[src/rtl/aes_block_packer_pkcs7.sv]
// rtl/aes_block_packer_pkcs7.sv - packs a word stream into 128-bit PKCS#7-padded blocks for AES-CBC
module aes_block_packer_pkcs7 #(
    parameter int WORD_W = 32,
    parameter int NB_W   = $clog2(WORD_W/8)+1
) (
    input  logic              clk,
    input  logic              reset_n,
    input  logic              msg_start,
    input  logic [WORD_W-1:0] in_data,
    input  logic              in_valid,
    input  logic              in_last,
    input  logic [NB_W-1:0]   in_nbytes,
    output logic              in_ready,
    output logic              cbc_start,
    output logic [127:0]      blk_data,
    output logic              blk_valid,
    output logic              blk_last,
    input  logic              blk_ready,
    output logic              busy,
    output logic [31:0]       msg_bytes
);
    localparam int WB = WORD_W/8;

    typedef enum logic [2:0] {S_IDLE, S_START, S_FILL, S_OUT, S_PADBLK} state_t;

    state_t       state, state_nxt;
    logic [4:0]   off_q;
    logic         pad_pending;
    logic [4:0]   nb_eff;
    logic [4:0]   n_nxt;
    logic [WORD_W-1:0] word_masked;
    logic [127:0] buf_wr;
    logic [127:0] buf_pad;
    logic [7:0]   pad_byte;
    logic [32:0]  sum;
    logic         xfer_in;
    logic         xfer_out;

    assign xfer_in  = in_valid & in_ready;
    assign xfer_out = blk_valid & blk_ready;

    // Out-of-range byte counts on a last word fall back to a full word.
    always_comb begin
        nb_eff = 5'(WB);
        if (in_last && in_nbytes != '0 && int'(in_nbytes) <= WB)
            nb_eff = 5'(in_nbytes);
    end

    // Words land at byte offset off_q; bytes past off_q are still zero, so OR merges them.
    assign n_nxt       = off_q + nb_eff;
    assign word_masked = in_data & ~({WORD_W{1'b1}} >> (8*nb_eff));
    assign buf_wr      = blk_data | ({word_masked, {(128-WORD_W){1'b0}}} >> (8*off_q));
    assign pad_byte    = {3'b000, 5'd16 - n_nxt};
    assign buf_pad     = buf_wr | ({16{pad_byte}} & ({128{1'b1}} >> (8*n_nxt)));
    assign sum         = {1'b0, msg_bytes} + {28'd0, nb_eff};

    always_ff @(posedge clk or negedge reset_n) begin
        if (!reset_n) state <= S_IDLE;
        else          state <= state_nxt;
    end

    always_comb begin
        state_nxt = state;
        case (state)
            S_IDLE:   if (msg_start) state_nxt = S_START;
            S_START:  state_nxt = S_FILL;
            S_FILL:   if (xfer_in && (in_last || n_nxt == 5'd16)) state_nxt = S_OUT;
            S_OUT: begin
                if (blk_ready) begin
                    if (blk_last)         state_nxt = S_IDLE;
                    else if (pad_pending) state_nxt = S_PADBLK;
                    else                  state_nxt = S_FILL;
                end
            end
            S_PADBLK: if (blk_ready) state_nxt = S_IDLE;
            default:  state_nxt = S_IDLE;
        endcase
    end

    always_comb begin
        in_ready  = 1'b0;
        cbc_start = 1'b0;
        blk_valid = 1'b0;
        busy      = (state != S_IDLE);
        case (state)
            S_START:  cbc_start = 1'b1;
            S_FILL:   in_ready  = 1'b1;
            S_OUT:    blk_valid = 1'b1;
            S_PADBLK: blk_valid = 1'b1;
            default:  ;
        endcase
    end

    always_ff @(posedge clk or negedge reset_n) begin
        if (!reset_n) begin
            blk_data    <= '0;
            blk_last    <= 1'b0;
            off_q       <= '0;
            pad_pending <= 1'b0;
            msg_bytes   <= '0;
        end else begin
            case (state)
                S_IDLE: begin
                    if (msg_start) begin
                        blk_data    <= '0;
                        blk_last    <= 1'b0;
                        off_q       <= '0;
                        pad_pending <= 1'b0;
                        msg_bytes   <= '0;
                    end
                end
                S_FILL: begin
                    if (xfer_in) begin
                        off_q     <= n_nxt;
                        msg_bytes <= sum[32] ? 32'hFFFF_FFFF : sum[31:0];
                        if (in_last && n_nxt != 5'd16) begin
                            blk_data <= buf_pad;
                            blk_last <= 1'b1;
                        end else begin
                            blk_data <= buf_wr;
                        end
                        if (in_last && n_nxt == 5'd16) pad_pending <= 1'b1;
                    end
                end
                S_OUT: begin
                    if (xfer_out) begin
                        if (blk_last) begin
                            blk_last <= 1'b0;
                        end else if (pad_pending) begin
                            blk_data <= {16{8'h10}};
                            blk_last <= 1'b1;
                        end else begin
                            blk_data <= '0;
                            off_q    <= '0;
                        end
                    end
                end
                S_PADBLK: begin
                    if (xfer_out) begin
                        pad_pending <= 1'b0;
                        blk_last    <= 1'b0;
                    end
                end
                default: ;
            endcase
        end
    end
endmodule

[config.mk]
export PLATFORM = sky130hd
export DESIGN_NAME = aes_block_packer_pkcs7
export DESIGN_NICKNAME = d
export VERILOG_FILES = /design/src/rtl/aes_block_packer_pkcs7.sv
export SDC_FILE = /design/constraint.sdc
export NUM_CORES = 1
export LEC_CHECK = 0
export ABC_AREA = 1
export BUFFER_PORTS_ARGS = -buffer_cell sky130_fd_sc_hd__buf_2
export CAP_MARGIN = 5
export CORE_MARGIN = 8
export CORE_UTILIZATION = 50
export CTS_CLUSTER_DIAMETER = 200
export CTS_CLUSTER_SIZE = 25
export DETAILED_ROUTE_END_ITERATION = 8
export GPL_ROUTABILITY_DRIVEN = 0
export GPL_TIMING_DRIVEN = 0
export HOLD_SLACK_MARGIN = 0.05
export PLACE_DENSITY = 0.79
export SYNTH_ARGS = -nofsm -noshare
export SYNTH_HDL_FRONTEND = slang
export SYNTH_SLANG_ARGS = --single-unit
[constraint.sdc]
create_clock -name clk -period 8.4 [get_ports clk]
set_clock_uncertainty 0.15 [all_clocks]
set_input_delay 1.68 -clock clk [delete_from_list [all_inputs] [get_ports clk]]
set_output_delay 1.68 -clock clk [all_outputs]
set_load 0.05 [all_outputs]
* Word level (Yosys, flattened, before mapping)
Cells that the tools add are included.
Widths: inputs -> output; s select.
** Word-level totals
- Bits in registers :: 170
- Bits in latches :: 0
- Memory bits (writable) :: 0
- Memory bits (read-only) :: 0
- Input port bits :: 41
- Memories kept :: 0
** Operators by class
- $add $sub $neg :: 3
- Multipliers :: 0
- Divide/modulo/power cells :: 0
- $lt $le $gt $ge :: 1
- Eq/ne operators :: 17
- Shifts and indexed selects :: 3
- Muxes and demuxes :: 39
- Bitwise gates (word level) :: 7
- Reduce and logical (&&, ||, !) cells :: 20
** Operators by type and width (count)
- $mux 128 :: 5
- $pmux 128 s3 :: 1
- $or 128x128->128 :: 2
- $and 125x128->128 :: 1
- $shr 128x8->128 :: 1
- $shr 128x8->128 const A :: 1
- $mux 125 :: 1
- $mux 32 :: 3
- $pmux 32 s2 :: 1
- $add 32x5->33 :: 1
- $and 32x32->32 :: 1
- $not 32->32 :: 1
- $shr 32x8->32 const A :: 1
- $mux 5 :: 5
- $ne 2x2->1 const B :: 11
- $mux 3 :: 7
- $pmux 3 s5 :: 1
- $pmux 5 s3 :: 1
- $mux 1 :: 12
- $reduce_and 6->1 :: 2
- $reduce_bool 3->1 :: 4
- $reduce_and 5->1 :: 2
- $eq 3x2->1 const B :: 2
- $add 5x5->5 :: 1
- other kinds (17) :: 22

* Longest topological paths before layout
Gate-level depths: netlist of run 1.
- Depth after elaboration :: 13
- Gate-level depth with buffers :: 26

* Least setup slack after synthesis of run 1
OpenSTA, ideal clock, no wires.
- Kind :: input to register
- From :: input in_last
- To :: register blk_data[12]
- Arrival :: 4.369 ns
- Slack :: 3.815 ns
- Stages on the path :: 22
- Cell sequence :: buf_4 inv_1 a21oi_2 nand4_2 nand2_1 inv_1 ha_1 inv_1 ha_1 nand2_1 nor2_2 ha_1 nor2_4 inv_1 nor2_1 buf_2 nand3_1 nand3_1 nand2_1 nand2_1 nand2_1 nand2_1
** On the way
- Cells in the longest elaborated chain, start to end :: 12
- Elaborated cells on any way between the ends :: 18
- Classes of those cells :: add/sub: 2; eq/ne: 1; shift: 3; mux: 4; bitwise: 5; reduce/logical: 3
** RTL lines
- from (decl) :: RTL line 11 : input logic in_last,
- $logic_and 1x1->1 (2 in a row) :: RTL line 45 : if (in_last && in_nbytes != '0 && int'(in_nbytes) <= WB)
- $mux 3 :: RTL line 45
- $shr 32x8->32 :: RTL line 51 : assign word_masked = in_data & ~({WORD_W{1'b1}} >> (8*nb_eff));
- $not 32->32 :: RTL line 51
- $and 32x32->32 :: RTL line 51
- $shr 128x8->128 :: RTL line 52 : assign buf_wr = blk_data | ({word_masked, {(128-WORD_W){1'b0}}} >> (8*off_q));
- $or 128x128->128 :: RTL line 52
- $or 128x128->128 :: RTL line 54 : assign buf_pad = buf_wr | ({16{pad_byte}} & ({128{1'b1}} >> (8*n_nxt)));
- $mux 128 (*) :: RTL line 116 : if (in_last && n_nxt != 5'd16) begin
- $mux 128 (*) :: RTL line 113 : if (xfer_in) begin
- $pmux 128 s3 (*) :: RTL line 102 : case (state)
- to (signal assigned) :: RTL line 117 : blk_data <= buf_pad;
- to (signal assigned) :: RTL line 120 : blk_data <= buf_wr;
- to (signal assigned) :: RTL line 130 : blk_data <= {16{8'h10}};
- to (decl) :: RTL line 15 : output logic [127:0] blk_data,
Every way passes the cells marked *; elsewhere a longest branch is shown, timed or not. The select of a mux whose other input is x is not followed.
A chain may end at the register's enable or synchronous reset.

* Worst setup path in the final report of run 1
- From :: input in_nbytes[0]
- To :: register blk_data[64]
** On the way
- Cells in the longest elaborated chain, start to end :: 13
- Elaborated cells on any way between the ends :: 20
- Classes of those cells :: add/sub: 2; order compare: 1; eq/ne: 1; shift: 3; mux: 4; bitwise: 5; reduce/logical: 4
** RTL lines
- from (decl) :: RTL line 12 : input logic [NB_W-1:0] in_nbytes,
- branches (longest 3 deep; another with $le 3x3->1)
- $mux 3 (*) :: RTL line 45
- $shr 32x8->32 :: RTL line 51
- $not 32->32 :: RTL line 51
- $and 32x32->32 :: RTL line 51
- $shr 128x8->128 :: RTL line 52
- $or 128x128->128 :: RTL line 52
- $or 128x128->128 :: RTL line 54
- $mux 128 (*) :: RTL line 116
- $mux 128 (*) :: RTL line 113
- $pmux 128 s3 (*) :: RTL line 102
Every way passes the cells marked *. The select of a mux whose other input is x is not followed.

==> results of run 1 <==
-- worst max-delay path by stage --
stage                                to  cells after the start
after floorplan            blk_data[12]                     22
after global placement    blk_data[114]                      1
after detailed placement   blk_data[64]                     21
after CTS                  blk_data[64]                     21
after global routing       blk_data[64]                     21
final                      blk_data[64]                     21
-- stage by stage --
step / util / total power [mW]
floorplan: - / 3.22
global placement: 0.576 / 4.03
detailed placement: 0.577 / 4.07
CTS: 0.606 / 4.93
global route: 0.607 / 5.25
finish: 0.608 / 5.02
-- power groups by stage --
stage / Sequential (mW) / Clock [mW] / Combinational, mW
5_1_grt: 1.20 / 0.884 / 3.16
4_1_cts: 1.18 / 0.849 / 2.90
2_1_floorplan: 1.83 / 0 / 1.39
6_report: 1.18 / 0.846 / 2.99
3_5_place_dp: 1.19 / 0 / 2.88
3_3_place_gp: 1.18 / 0 / 2.84
-- area by class of cell --
| class | count | share of cell area |
|---|---|---|
| multi-input combinational | 1135 | 0.429 |
| inverter | 167 | 0.0497 |
| buffer | 81 | 0.0291 |
| clock buffer | 17 | 0.0333 |
| sequential | 170 | 0.333 |
| antenna | 9 | 0.00176 |
| timing repair buffer | 205 | 0.0829 |
| clock inverter | 14 | 0.0145 |
| tap | 275 | 0.0269 |
-- critical path, delay by kind of cell --
family | cells | cell delay (ps)
AND/OR/NAND/NOR | 11 | 1780
buffers and inverters | 5 | 910
adder cells (fa/ha/maj) | 3 | 880
AO/OA/AOI/OAI | 2 | 310
-- cells in the final DEF (no fill, tap or decap), types with 32 or more instances in the layout --
| cell | instances |
|---|---|
| o21ai_1 | 32 |
| o21ai_0 | 137 |
| inv_1 | 142 |
| nand2_1 | 483 |
| nand3_1 | 86 |
| nor2_1 | 113 |
| clkbuf_1 | 36 |
| buf_2 | 227 |
| a21oi_1 | 84 |
| dfrtp_1 | 170 |
-- logic make-up after synthesis --
| family | count (synthesis) | share of synthesized area |
|---|---|---|
| mux | 1 | 0.000932 |
| xor+xnor | 21 | 0.0171 |
| fa+ha+maj | 10 | 0.0124 |
| buf+inv | 248 | 0.0937 |
| compound gates | 323 | 0.166 |
| simple gates | 780 | 0.314 |
| flops | 170 | 0.396 |
-- state kept, by name (all words and copies together) (netlist names) --
name and cells:
state 3, blk_data 128, msg_bytes 32, blk_last 1, off_q 5, pad_pending 1
-- per-layer routing --
metal	vias up	track usage	share of wire
met3	245	0.103	0.12
li1	5489	-	-
met4	2	0.150	0.057
met1	5553	0.383	0.38
met5	-	0	0.0011
met2	909	0.460	0.43
==> impl_metrics.ini, run 1 <==
[critical_path]
critPathKind = primary input to flop
max_stage_delay_ps = 330
crit_arrival_ps = 5580
reg2reg_depth = 21
cp-start-kind = primary input
timing.rr.start = off_q[1]
path_max_fanout = 10
setup.worst_path.start = in_nbytes[0]
cpMaxStageDelayCell = buf_2
crit_path_cell_trace = buf_2, nor2_2, nand2_1, nand4_1, nand2_1, nand2_1, inv_1, ha_1, inv_1, ha_1, nand2_1, nor2_2, ha_1, nor2_4, inv_1, nor2_1, buf_2, nand3_1, o21ai_0, a21oi_1, nor2_1
reg2reg_to = blk_data[64]
required_ps = 8630
crit_top_cell = nand2_1
end_kind = flop
reg2reg_slack_ps = 3240

[yosys]
synth_most_common_cell = nand2_1
syn-cell-area_um2 = 10700
synth_seq_cells = 170
synth_top_area_share = 0.396
yosys_warnings = 0
synth_ff_type = dfrtp_1
syn-instance-count = 1553
seq_area_frac_synth = 0.396
syn_area_per_cell_um2 = 6.91
synth_top_cell_by_area = dfrtp_1
synth_edf_count = 0
async_flop_share = 1.00
synthTopCellsByArea = dfrtp_1 40%, nand2_1 17%, o21ai_0 6.4%
syn-num-nets = 1604
yosysUniqueCellTypes = 54
synth_common_cells = 483 x nand2_1, 170 x dfrtp_1, 142 x inv_1

[sta]
setup_ws_ps = 3060
rsz0062_at_grt = false
slew_headroom = 0.451
fin_crit_ps = 5340
finalSetupTns_ps = 0
finalSetupViolations = 0
fin_crit_sh = 0.636
drv_slew = 0
tightestPinTransition_ps = 824
hold_viol = 0
fmax_mhz = 187
holdWs_ps = 328

[place]
io_buffers = 204
placed_cell_area_um2 = 12100
pre_cts_ws_ps = 2860
place_inst = 2033
dp_hpwl_um = 31200

[cells_and_area]
nNetsFinal = 1828
syn2layout_area_growth_pct = 19.0
fin_cells = 2073
seqCellArea_um2 = 4250
layout-drive-gt1-share = 0.194
nFillCells = 1971
fin_area_um2 = 12800
multiInputGateArea_um2 = 5480

[power_and_ir_drop]
seq_power_share = 0.236
p_switching_mw = 2.83
ir_worst_vdd_v = 0.000238
internal-power_mw = 2.20
p_leak_nw = 6.77
comb_power_share = 0.596
powerDensity_nw_per_um2 = 393
pwr-share-clk = 0.168
switching_share = 0.563

[floorplan]
start_util = 0.511
core_um2 = 21000
die_y_um = 163
io_pins = 206
die_w_um = 163
die_area_um2 = 26400
num_rows = 53

[route]
wire_per_inst_um = 20.0
first_iter_violations = 2134
via_per_inst = 5.88
postRouteAntennaNets = 0
first_pass_iters = 8
num_vias = 12200
wirelength_um = 41400
route.detailed.drc = 0

[clocking]
post-cts-setup-buffers = 0
cts-resized-gates = 0
htreeDepth = 4
clockRootBuffer = clkbuf_16
cts.sinks = 170
cts_hold_buf = 0
cts_inserted_buffers = 17
cts_tree = built
clock_path_buffers = 2
cts.reportedPaths.clkPinSlew_ps = 80
clk_latency_ps = 450

[grt]
grt_max_degree = 108
grt_pass1_vias = 11700
antenna_found_initial = 4
grt_pass1_wl_um = 63000
overflow = 0
gr-usage-all-layers = 0.304

[hold_path]
holdPathEnd = blk_data[18]
hold_path.class = flop to flop
hp-start = blk_data[18]
hold_path_depth = 2

[run]
max_cap_violations = 0

[status]
outcome = complete, no violations
Note: power is estimated with default switching activity, not from simulation.
==> run 2, diff against run 1 <==
ABC_AREA = 0   (was 1)
PLACE_DENSITY = 0.8   (was 0.79)
clock period = 5.1 ns   (was 8.4 ns; I/O delays follow)
==> impl_metrics.ini, run 2 <==
[status]
outcome = complete, but fails checks
failed_checks = DRC, capacitance limit, slew limit

[route]
postRouteAntennaNets = 0
wirelength_um = 41100
wire_per_inst_um = 25.4
first_iter_violations = 1804
dr_wl_met2_um = 17700
first_pass_iters = 9
maxUsedRoutingLayer = met5
wl_met3_um = 6310
m1WireLength_um = 14300
num_vias = 11100
route.detailed.drc = 36
via_per_inst = 6.87

[yosys]
synth_seq_cells = 170
syn-num-nets = 1170
syn-instance-count = 1119
async_flop_share = 1.00
yosys_warnings = 0
synth_top_cell_by_area = dfrtp_1
synth_most_common_cell = dfrtp_1
seq_area_frac_synth = 0.435
syn_area_per_cell_um2 = 8.75
syn-cell-area_um2 = 9790
synthTopCellsByArea = dfrtp_1 43%, a21oi_1 6.3%, o21ai_0 4.8%
synth_common_cells = 170 x dfrtp_1, 123 x a21oi_1, 116 x nand2_1
synth_edf_count = 0
synth_top_area_share = 0.435
yosysUniqueCellTypes = 94
synth_ff_type = dfrtp_1

[sta]
tightestPinTransition_ps = 1530
slew_headroom = -0.0327
hold_viol = 0
setup_ws_ps = 87.8
drv_slew = 7
finalSetupViolations = 0
fin_crit_ps = 5010
fmax_mhz = 200
holdWs_ps = 327
rsz0062_at_grt = false
fin_crit_sh = 0.983

[run]
max_cap_violations = 1

[cells_and_area]
multiInputGateArea_um2 = 5100
seqCellArea_um2 = 4250
layout_common_cells = 234 x buf_2, 170 x dfrtp_1, 123 x a21oi_1
top_register = blk_data
largest_reg_flops = 128
syn2layout_area_growth_pct = 21.0
final_common_cell = buf_2
fin_cells = 1621
nFillCells = 1688
largestRegisters = blk_data: 128 flops, msg_bytes: 32 flops, off_q: 5 flops
nNetsFinal = 1393
layout-drive-gt1-share = 0.231

[grt]
overflow = 0
grt_pass1_wl_um = 62200
gr-usage-all-layers = 0.336
grt_pass1_vias = 10800
antenna_found_initial = 2
grt_max_degree = 120

[floorplan]
die_y_um = 156
start_util = 0.506
core_um2 = 19300
die_area_um2 = 24300
die_w_um = 156
io_pins = 206
num_rows = 51

[critical_path]
end_kind = flop
critPathKind = primary input to flop
required_ps = 5260
cp-start-kind = primary input
crit_arrival_ps = 5170
path_max_fanout = 10

[power_and_ir_drop]
seq_power_share = 0.220
p_switching_mw = 5.75
internal-power_mw = 4.20
switching_share = 0.578
powerDensity_nw_per_um2 = 840
ir_worst_vdd_v = 0.000567
pwr-share-clk = 0.145
p_total_mw = 9.95
comb_power_share = 0.635
p_leak_nw = 5.62

[clocking]
clock_path_buffers = 2
clockRootBuffer = clkbuf_16
cts_hold_buf = 0
cts_tree = built
cts.reportedPaths.clkPinSlew_ps = 70
cts.sinks = 170
cts_inserted_buffers = 17
clk_latency_ps = 450
htreeDepth = 4

[place]
io_buffers = 205
pre_cts_ws_ps = -432
dp_hpwl_um = 29500
place_inst = 1590

[hold_path]
hold_path.class = primary input to asynchronous set/reset pin
-- run 2: repair_timing --
action                     in CTS  in global routing
setup buffers                   0                  1
setup endpoints to repair      78                 76
cloned                          0                  0
resized for setup               0                  3
pin swaps                       0                  2
-- run 2: metal layers --
layer / up-vias / GRT usage
met5: - / 0
met4: 2 / 0.196
met3: 257 / 0.128
met2: 1072 / 0.498
met1: 5166 / 0.410
li1: 4641 / -
-- run 2: power groups by stage --
stage	combinational [mW]	clock, mW	sequential [mW]
after CTS	6.06	1.43	2.17
after global routing	6.58	1.49	2.23
final	6.32	1.44	2.19
after floorplan	2.79	0	3.58
after global placement	5.94	0	2.17
after detailed placement	6.03	0	2.18
-- run 2: per-stage QoR --
stage | TNS (ps) | util | area [µm²]
5_1_grt | 0 | 0.613 | 11800
3_3_place_gp | -11460 | 0.577 | 11100
3_5_place_dp | -20570 | 0.579 | 11200
4_1_cts | 0 | 0.611 | 11800
2_1_floorplan | 0 | - | 9790
6_report | 0 | 0.613 | 11800
-- run 2: kinds of logic (layout without fill, tap and decap cells) --
| logic type | after synthesis | in the layout | synth area share |
|---|---|---|---|
| AO/OA/AOI/OAI | 438 | 438 | 0.293 |
| XOR/XNOR | 9 | 9 | 0.0102 |
| adder cells (fa/ha/maj) | 10 | 10 | 0.0135 |
| buffers and inverters | 103 | 339 | 0.0452 |
| flip-flops | 170 | 170 | 0.435 |
| multiplexers | 12 | 12 | 0.0130 |
| other | 0 | 1 | 0 |
| AND/OR/NAND/NOR | 377 | 377 | 0.190 |
-- run 2: worst max-delay path: stages --
cell and delay (ps):
buf_2 170, and2b_1 250, nand2_1 260, inv_1 130
xnor2_1 150, ha_2 520, inv_1 100, ha_1 210
clkbuf_1 290, and3_2 380, ha_1 260, nor2b_2 270
o2111a_1 400, and3_4 270, nand2_1 100, o32ai_1 370
-- run 2: path summary, 6_finish.rpt --
| check | from | end | slack, ps | depth (start not counted) |
|---|---|---|---|---|
| setup / recovery | in_last | blk_data[105] | 90 | 16 |
| setup reg to reg | off_q[1] | blk_data[105] | 410 | 14 |
| min in group clk | blk_data[62] | blk_data[62] | 330 | 2 |
| hold reg to reg | blk_data[62] | blk_data[62] | 330 | 2 |
| max in group asynchronous | reset_n | blk_data[120] | 3530 | 2 |
| hold / removal | reset_n | blk_last | 330 | 1 |
-- run 2: layout make-up --
class / instances / share of cell area
multi-input combinational: 846 / 0.431
sequential: 170 / 0.359
timing repair buffer: 207 / 0.0914
clock buffer: 18 / 0.0362
tap: 265 / 0.0280
buffer: 72 / 0.0276
clock inverter: 14 / 0.0178
inverter: 28 / 0.00887
antenna: 1 / 0.000211
